--- src/rtl/odd_seq_err_cnt.sv ---
// Saturating error counter, 1-cycle update; no backpressure.
// A clear arriving with an error restarts the count at 1 so that error is not lost.
module odd_seq_err_cnt (
    input  logic       clk,
    input  logic       reset,
    input  logic       inc_i,
    input  logic       clr_i,
    output logic [7:0] cnt_o
);

    logic [7:0] cnt_q;

    always_ff @(posedge clk or posedge reset) begin
        if (reset) begin
            cnt_q <= 8'd0;
        end else if (inc_i && clr_i) begin
            cnt_q <= 8'd1;
        end else if (clr_i) begin
            cnt_q <= 8'd0;
        end else if (inc_i && (cnt_q != 8'hFF)) begin
            cnt_q <= cnt_q + 8'd1;
        end
    end

    assign cnt_o = cnt_q;

endmodule

--- config.mk ---
export PLATFORM = sky130hd
export DESIGN_NAME = odd_seq_err_cnt
export DESIGN_NICKNAME = d
export VERILOG_FILES = /design/src/rtl/odd_seq_err_cnt.sv
export SDC_FILE = /design/constraint.sdc
export NUM_CORES = 1
export LEC_CHECK = 0
export CAP_MARGIN = 20
export CORE_AREA = 2 2 39 41
export CTS_CLUSTER_DIAMETER = 30
export DETAILED_ROUTE_END_ITERATION = 12
export DIE_AREA = 0 0 41 43
export REMOVE_ABC_BUFFERS = 1
export SLEW_MARGIN = 20
export SYNTH_ARGS = -nofsm -noshare
export SYNTH_HDL_FRONTEND = slang
export SYNTH_SLANG_ARGS = --single-unit
--- constraint.sdc ---
create_clock -name clk -period 1.84 [get_ports clk]
set_input_delay 0.276 -clock clk [delete_from_list [all_inputs] [get_ports clk]]
set_output_delay 0.276 -clock clk [all_outputs]
set_load 0.01 [all_outputs]
==> out/metrics.yaml, run 1 <==
setup_path:
  timing.rr.end: "cnt_o[4]$_DFFE_PP0P_"
  crit_family: "buffers and inverters"
  cp-start-kind: "register"
  path_buf_inv: 1
  worstPathArrival_ns: 1.35
  crit_type: "register to output pin"
  crit_required_ns: 1.56
  slowest_stage: "clkdlybuf4s50_1"
  rr_startpoint: "cnt_o[0]$_DFFE_PP0P_"
  end_kind: "output pin"
  ff2ff_path_depth: 4
  critPathMaxStageDelay_ns: 0.60
  cp_cell_sequence: "clkdlybuf4s50_1"
  r2r_setup_slack_ns: 0.38
  crit_fanout: 9
drt:
  routedWlPerCell_um: 13.2
  drt.antenna.violating_nets: 0
  vias_per_cell: 5.61
  drt_first_iter_violations: 12
  route.vias.total: 415
  route.detailed.drc: 0
  wirelength_um: 977
  drt_pass1_iterations: 4
layout:
  multi_input_comb_area_um2: 245
  drive_above_1_share_pct: 10.3
  design_area_um2: 602
  synthToLayoutAreaGrowth_pct: 32.9
  n_antenna_cell: 0
  final_nets: 65
  largest_register_ffs: 8
  final-seq-area_um2: 200
  fill_cells: 145
sta:
  tns_ns: 0
  min_period_over_period_pct: 88.1
  final-hold-violation-count: 0
  fmax_mhz: 617
  relSlewSlack_pct: 74.9
  final_max_slew_viol_count: 0
  worst_pin_slew_ns: 0.376
  post-route-min-period_ns: 1.62
  setup_viol: 0
  grt_setup_unrepaired: "no"
  clock-skew-final_ns: 0.00317
placement:
  dp_hpwl_um: 692
  post_dp_cell_area_um2: 579
  portBuffers: 11
  place_congestion: 0.757
logic_synthesis:
  synth.most_common_cell: "dfrtp_1"
  synth_top_area_share_pct: 44.2
  synth-seq-area-share_pct: 44.2
  synth_largest_area_cell: "dfrtp_1"
  netlist_area_um2: 453
  synthCells: 45
  synth_area_leaders: "dfrtp_1 (44%), a211oi_1 (5.0%), a21oi_1 (4.4%)"
  synth_flop_cell: "dfrtp_1"
  synthArstFlopShare_pct: 100
  synth-seq-cells: 8
  ys_warn_count: 0
  synth_commonest_cells: "dfrtp_1 (8), a21oi_1 (4), a211oi_1 (3), nand2_1 (3), nand2b_1 (3)"
  synth_cell_types: 26
  syn_avg_cell_area_um2: 10.1
  synth-edff-count: 0
floorplan:
  die_y_um: 43
  die_area_um2: 1760
  die_w_um: 41
  start_util_pct: 32.7
  pin_count: 12
  coreArea_um2: 1380
  row_count: 14
pwr:
  intPower_uw: 279
  switching_share_pct: 23.9
  p_sw_uw: 88.0
  total_power_uw: 367
  combPwrFrac_pct: 12.1
  p_clk_share_pct: 36.4
  power_frac_seq_pct: 51.5
  leakagePower_nw: 0.235
  p_per_area_nw_per_um2: 610
  vdd_drop_max_mv: 0.369
clock_tree:
  clock_latency_ns: 0.25
  postCtsResizedCells: 0
  clockBufferDepth: 2
  post_cts_buffers: 0
  clkSinkCount: 8
  clk_pin_slew_ns: 0.05
  cts_tree: "yes"
  cts_made_buffers: 3
  cts_max_level: 1
  cts_hold_buf: 0
  cts_root_buf: "clkbuf_4"
global_route:
  grt_max_degree: 12
  overflow: 0
  grt_pass1_vias: 378
  track_usage_pct: 14.1
  grt_pass1_wl_um: 1640
  antenna_found_initial: 0
outcome:
  status: "finished, final reports clean"
worst_hold_path:
  hold_class: "input port to asynchronous set/reset pin"
flow_run:
  drv_cap: 0
worst max-delay path by stage:
stage	depth (start not counted)	endpoint	slack [ns]	from
after floorplan	3	cnt_o[3]$_DFFE_PP0P_	0.50	cnt_o[0]$_DFFE_PP0P_
after global placement	4	cnt_o[3]$_DFFE_PP0P_	0.22	inc_i
after detailed placement	4	cnt_o[3]$_DFFE_PP0P_	0.18	inc_i
after CTS	1	cnt_o[7]	0.21	cnt_o[7]$_DFFE_PP0P_
after global routing	1	cnt_o[3]	0.16	cnt_o[3]$_DFFE_PP0P_
final	1	cnt_o[7]	0.22	cnt_o[7]$_DFFE_PP0P_
logic make-up (layout without fill, tap and decap cells):
logic type	Yosys count	count (layout)	synth area share, %
muxes	2	2	5.52
buffers and inverters	2	15	1.66
AOI/OAI and AO/OA	13	13	20.2
DFF	8	8	44.2
and+or+nand+nor	19	19	25.7
adders and majority gates	1	1	2.76
layer usage:
metal | wire (um) | share of wire (%) | track usage (%) | vias to the layer above
li1 | - | - | - | 203
met1 | 471 | 48 | 18.5 | 194
met2 | 441 | 45 | 19.4 | 16
met3 | 50 | 5.1 | 3.14 | 2
met4 | 13 | 1.3 | 10.0 | 0
met5 | 0 | 0 | 0 | -
layout by cell type (no fill, tap or decap):
cell type and instances:
mux2i_1 1, and4_4 1, nand2_1 3, nor2_1 1
nor2b_1 1, nand2b_1 3, ha_1 1, a311oi_1 1
a21boi_0 1, nor3_1 2, dfrtp_1 8, inv_1 1
a211oi_1 3, clkbuf_4 3, nand4_1 2, mux2_4 1
clkdlybuf4s50_1 11, and3_1 2, a31oi_2 1, nor4b_1 1
a31oi_1 1, a21oi_1 4, o21a_1 1, nor3b_1 1
and4_1 1, nand3_1 1, o22ai_1 1
power by group through the flow:
| stage | sequential (mW) | clock, mW | combinational [mW] |
|---|---|---|---|
| 2_1_floorplan | 0.193 | 0 | 0.0180 |
| 3_3_place_gp | 0.192 | 0 | 0.0451 |
| 5_1_grt | 0.190 | 0.156 | 0.0497 |
| 3_5_place_dp | 0.192 | 0 | 0.0448 |
| 6_report | 0.189 | 0.134 | 0.0446 |
| 4_1_cts | 0.189 | 0.139 | 0.0453 |
per-stage QoR:
stage / setup slack (ns) / utilization [%] / hold slack, ns / std cells
3_5_place_dp: 0.179 / 41.9 / 0.554 / 71
2_1_floorplan: 0.502 / - / 0.0917 / 44
3_3_place_gp: 0.219 / 41.9 / 0.550 / 71
4_1_cts: 0.208 / 43.5 / 0.283 / 74
5_1_grt: 0.157 / 43.5 / 0.304 / 74
6_report: 0.219 / 43.5 / 0.281 / 74
area by class of cell:
cell class              instances  share of cell area [%]
inverters                       1                   0.624
clock buffers                   3                    3.74
flip-flops and latches          8                    33.3
multi-input cells              35                    40.7
repair buffers                 11                    18.3
well taps                      16                    3.33
Note: power is estimated with default switching activity, not from simulation.
==> run 2: changes to the inputs <==
--- a/config.mk
+++ b/config.mk
@@ -10,6 +10,7 @@
 export CTS_CLUSTER_DIAMETER = 30
 export DETAILED_ROUTE_END_ITERATION = 12
 export DIE_AREA = 0 0 41 43
+export GPL_TIMING_DRIVEN = 0
 export REMOVE_ABC_BUFFERS = 1
 export SLEW_MARGIN = 20
 export SYNTH_ARGS = -nofsm -noshare
==> out/metrics.yaml, run 2 (synthesized netlist as in run 1, its figures left out) <==
clock_tree:
  cts_made_buffers: 3
  cts_root_buf: "clkbuf_4"
  post_cts_buffers: 0
  clkSinkCount: 8
  clock_latency_ns: 0.26
  postCtsResizedCells: 0
  clockBufferDepth: 2
  cts_hold_buf: 0
  cts_tree: "yes"
  clk_pin_slew_ns: 0.06
  cts_max_level: 1
setup_path:
  worstPathArrival_ns: 1.34
  critPathMaxStageDelay_ns: 0.59
  crit_required_ns: 1.56
  crit_path_end: "cnt_o[7]"
  r2r_setup_slack_ns: 0.42
  cp_cell_sequence: "clkdlybuf4s50_1"
  path_depth: 1
  startpoint: "cnt_o[7]$_DFFE_PP0P_"
  path_buf_inv: 1
  crit_fanout: 9
  slowest_stage: "clkdlybuf4s50_1"
  crit_type: "register to output pin"
  cp-start-kind: "register"
  crit_family: "buffers and inverters"
  end_kind: "output pin"
  ff2ff_path_depth: 4
  rr_startpoint: "cnt_o[1]$_DFFE_PP0P_"
  timing.rr.end: "cnt_o[4]$_DFFE_PP0P_"
drt:
  drt.antenna.violating_nets: 0
  route.detailed.drc: 0
  route.vias.total: 405
  routedWlPerCell_um: 12.8
  wirelength_um: 950
  vias_per_cell: 5.47
  drt_first_iter_violations: 4
  drt_pass1_iterations: 4
global_route:
  antenna_found_initial: 0
  grt_pass1_wl_um: 1630
  grt_max_degree: 12
  overflow: 0
  grt_pass1_vias: 402
  track_usage_pct: 13.9
placement:
  dp_hpwl_um: 688
  portBuffers: 11
  place_congestion: 0.741
pwr:
  intPower_uw: 280
  leakagePower_nw: 0.235
  vdd_drop_max_mv: 0.363
  power_frac_seq_pct: 50.9
  p_sw_uw: 91.0
  p_per_area_nw_per_um2: 616
  switching_share_pct: 24.6
  total_power_uw: 371
  p_clk_share_pct: 37.1
  combPwrFrac_pct: 12.0
outcome:
  status: "finished, final reports clean"
sta:
  clock-skew-final_ns: 0.00319
  final_max_slew_viol_count: 0
  min_period_over_period_pct: 88.1
  grt_setup_unrepaired: "no"
  tns_ns: 0
  worst_pin_slew_ns: 0.372
  final-hold-violation-count: 0
  post-route-min-period_ns: 1.62
  setup_viol: 0
  fmax_mhz: 617
  relSlewSlack_pct: 75.2
floorplan:
  pin_count: 12
  die_y_um: 43
  die_area_um2: 1760
  row_count: 14
  start_util_pct: 32.7
  coreArea_um2: 1380
  die_w_um: 41
worst_hold_path:
  hold_class: "input port to asynchronous set/reset pin"
layout:
  mostFrequentLayoutCells: "clkdlybuf4s50_1 (11), dfrtp_1 (8), a21oi_1 (4)"
  n_antenna_cell: 0
  drive_above_1_share_pct: 10.3
  synthToLayoutAreaGrowth_pct: 32.9
  final_nets: 65
  largest_register_ffs: 8
  final_common_cell: "clkdlybuf4s50_1"
flow_run:
  drv_cap: 0
==> run 2: cell counts in the layout (fill, tap and decap cells not counted) <==
Identical to the previous run, type by type.
==> run 2: area by class of cell <==
cell class	count	area, um2
clock buffers	3	22.5
fillers	149	782
inverters	1	3.75
multi-input cells	35	245
flip-flops and latches	8	200
well taps	16	20.0
repair buffers	11	110
==> run 2: worst min-delay path by stage <==
stage	startpoint	endpoint	slack, ns	cells past startpoint
floorplan	reset	cnt_o[0]$_DFFE_PP0P_	0.09	1
global placement	reset	cnt_o[6]$_DFFE_PP0P_	0.55	2
detailed placement	reset	cnt_o[6]$_DFFE_PP0P_	0.56	2
CTS	reset	cnt_o[6]$_DFFE_PP0P_	0.28	2
global route	reset	cnt_o[6]$_DFFE_PP0P_	0.33	2
finish	reset	cnt_o[6]$_DFFE_PP0P_	0.27	2
==> run 2: stage by stage <==
| step | instances | cell area, um2 | setup WS, ns | hold WS, ns | utilization (%) |
|---|---|---|---|---|---|
| final | 74 | 602 | 0.220 | 0.266 | 43.5 |
| after global routing | 74 | 602 | 0.170 | 0.334 | 43.5 |
| after CTS | 74 | 602 | 0.217 | 0.281 | 43.5 |
| after detailed placement | 71 | 579 | 0.170 | 0.560 | 41.9 |
| after global placement | 71 | 579 | 0.168 | 0.554 | 41.9 |
| after floorplan | 44 | 449 | 0.502 | 0.0917 | - |
==> run 2: metal layers <==
metal	up-vias	global-route usage [%]	wire, um
met2	14	19.1	432
li1	200	-	-
met5	-	0	0
met4	0	7.33	19
met3	2	4.71	63
met1	189	18.6	434
==> run 2: power groups by stage <==
stage	Clock (mW)	Sequential [mW]	Combinational, mW
after floorplan	0	0.193	0.0180
after global placement	0	0.192	0.0448
after detailed placement	0	0.192	0.0456
after CTS	0.139	0.189	0.0458
after global routing	0.146	0.190	0.0514
final	0.138	0.189	0.0445
==> run 3: changes to the inputs <==
--- a/config.mk
+++ b/config.mk
@@ -11,6 +11,7 @@
 export DETAILED_ROUTE_END_ITERATION = 12
 export DIE_AREA = 0 0 41 43
 export GPL_TIMING_DRIVEN = 0
+export PLACE_DENSITY_LB_ADDON = 0.15
 export REMOVE_ABC_BUFFERS = 1
 export SLEW_MARGIN = 20
 export SYNTH_ARGS = -nofsm -noshare
==> out/metrics.yaml, run 3 (synthesized netlist as in run 1, its figures left out) <==
outcome:
  status: "finished, final reports clean"
drt:
  route.detailed.drc: 0
  vias_per_cell: 5.47
  wl_met3_um: 41
  routedWlPerCell_um: 12.6
  drt.antenna.violating_nets: 0
  route.vias.total: 405
  drt_first_iter_violations: 3
  highest_layer: "met4"
  wl_met1_um: 431
  drt_pass1_iterations: 3
  wirelength_um: 933
  dr_wl_met2_um: 455
setup_path:
  rr_startpoint: "cnt_o[1]$_DFFE_PP0P_"
  cp-start-kind: "register"
  r2r_setup_slack_ns: 0.44
  critPathMaxStageDelay_ns: 0.59
  crit_fanout: 9
  path_depth: 1
  cp_cell_sequence: "clkdlybuf4s50_1"
  ff2ff_path_depth: 4
  crit_type: "register to output pin"
  path_buf_inv: 1
  slowest_stage: "clkdlybuf4s50_1"
  crit_path_end: "cnt_o[7]"
  end_kind: "output pin"
  crit_family: "buffers and inverters"
  crit_required_ns: 1.56
  worstPathArrival_ns: 1.32
  startpoint: "cnt_o[7]$_DFFE_PP0P_"
  timing.rr.end: "cnt_o[4]$_DFFE_PP0P_"
sta:
  clock-skew-final_ns: 0.00361
  final-hold-violation-count: 0
  fmax_mhz: 626
  final_max_slew_viol_count: 0
  worst_slack_ns: 0.242
  setup_viol: 0
  holdWs_ns: 0.277
  post-route-min-period_ns: 1.60
  relSlewSlack_pct: 75.9
  tns_ns: 0
  min_period_over_period_pct: 86.9
  worst_pin_slew_ns: 0.360
  grt_setup_unrepaired: "no"
clock_tree:
  clkSinkCount: 8
  cts_max_level: 1
  cts_hold_buf: 0
  clock_latency_ns: 0.25
  cts_root_buf: "clkbuf_4"
  cts_tree: "yes"
  postCtsResizedCells: 0
  cts_made_buffers: 3
  clockBufferDepth: 2
  post_cts_buffers: 0
  clk_pin_slew_ns: 0.05
global_route:
  grt_pass1_vias: 357
  antenna_found_initial: 0
  overflow: 0
  track_usage_pct: 13.1
  grt_pass1_wl_um: 1500
  grt_max_degree: 12
layout:
  final_nets: 65
  mostFrequentLayoutCells: "clkdlybuf4s50_1 (11), dfrtp_1 (8), a21oi_1 (4)"
  final_common_cell: "clkdlybuf4s50_1"
  synthToLayoutAreaGrowth_pct: 32.9
  drive_above_1_share_pct: 10.3
  fill_cells: 150
  design_area_um2: 602
  final_cells: 74
  largest_register_ffs: 8
  n_antenna_cell: 0
pwr:
  vdd_drop_max_mv: 0.267
  leakagePower_nw: 0.235
  p_per_area_nw_per_um2: 606
placement:
  portBuffers: 11
  dpl.cell_count: 71
  place_congestion: 0.710
  post_dp_cell_area_um2: 579
  post-place-ws_ns: 0.176
  dp_hpwl_um: 658
floorplan:
  start_util_pct: 32.7
  row_count: 14
  pin_count: 12
  die_y_um: 43
  die_area_um2: 1760
  coreArea_um2: 1380
  die_w_um: 41
worst_hold_path:
  hold_class: "input port to asynchronous set/reset pin"
flow_run:
  drv_cap: 0
## run 3: cell counts in the layout (fill, tap and decap cells not counted)
No cell type changed its count.
## run 3: final cells by class
class | count | area [um2] | area share [%]
Multi-Input combinational cell | 35 | 245 | 40.7
Timing Repair Buffer | 11 | 110 | 18.3
Sequential cell | 8 | 200 | 33.3
Clock buffer | 3 | 22.5 | 3.74
Inverter | 1 | 3.75 | 0.624
Tap cell | 16 | 20.0 | 3.33
## run 3: report_power, final
part | switching [mW] | total (mW) | internal [mW]
registers | 0.00748 | 0.189 | 0.181
clock network | 0.0567 | 0.131 | 0.0744
logic | 0.0212 | 0.0447 | 0.0235
## run 3: worst register-to-register path: cells and delay by family, from the launching register on
kind | cells | cell delay [ns]
flops | 1 | 0.41
compound gates | 2 | 0.33
fa+ha+maj | 1 | 0.29
simple gates | 1 | 0.28
## run 3: worst min-delay path by stage
stage	startpoint	end	slack (ns)	depth (start not counted)
floorplan	reset	cnt_o[0]$_DFFE_PP0P_	0.09	1
global route	reset	cnt_o[5]$_DFFE_PP0P_	0.32	2
CTS	reset	cnt_o[6]$_DFFE_PP0P_	0.29	2
detailed placement	reset	cnt_o[3]$_DFFE_PP0P_	0.56	2
finish	reset	cnt_o[2]$_DFFE_PP0P_	0.28	2
global placement	reset	cnt_o[3]$_DFFE_PP0P_	0.54	2
## run 3: through the flow
| stage | utilization [%] | power [mW] |
|---|---|---|
| 6_report | 43.5 | 0.365 |
| 5_1_grt | 43.5 | 0.388 |
| 4_1_cts | 43.5 | 0.373 |
| 3_5_place_dp | 41.9 | 0.238 |
| 3_3_place_gp | 41.9 | 0.237 |
| 2_1_floorplan | - | 0.211 |
## run 3: per-layer routing
| layer | vias to the layer above | track usage [%] |
|---|---|---|
| met1 | 192 | 16.0 |
| met2 | 8 | 18.8 |
| met4 | 0 | 10.0 |
| met5 | - | 0 |
| met3 | 2 | 3.14 |
| li1 | 203 | - |
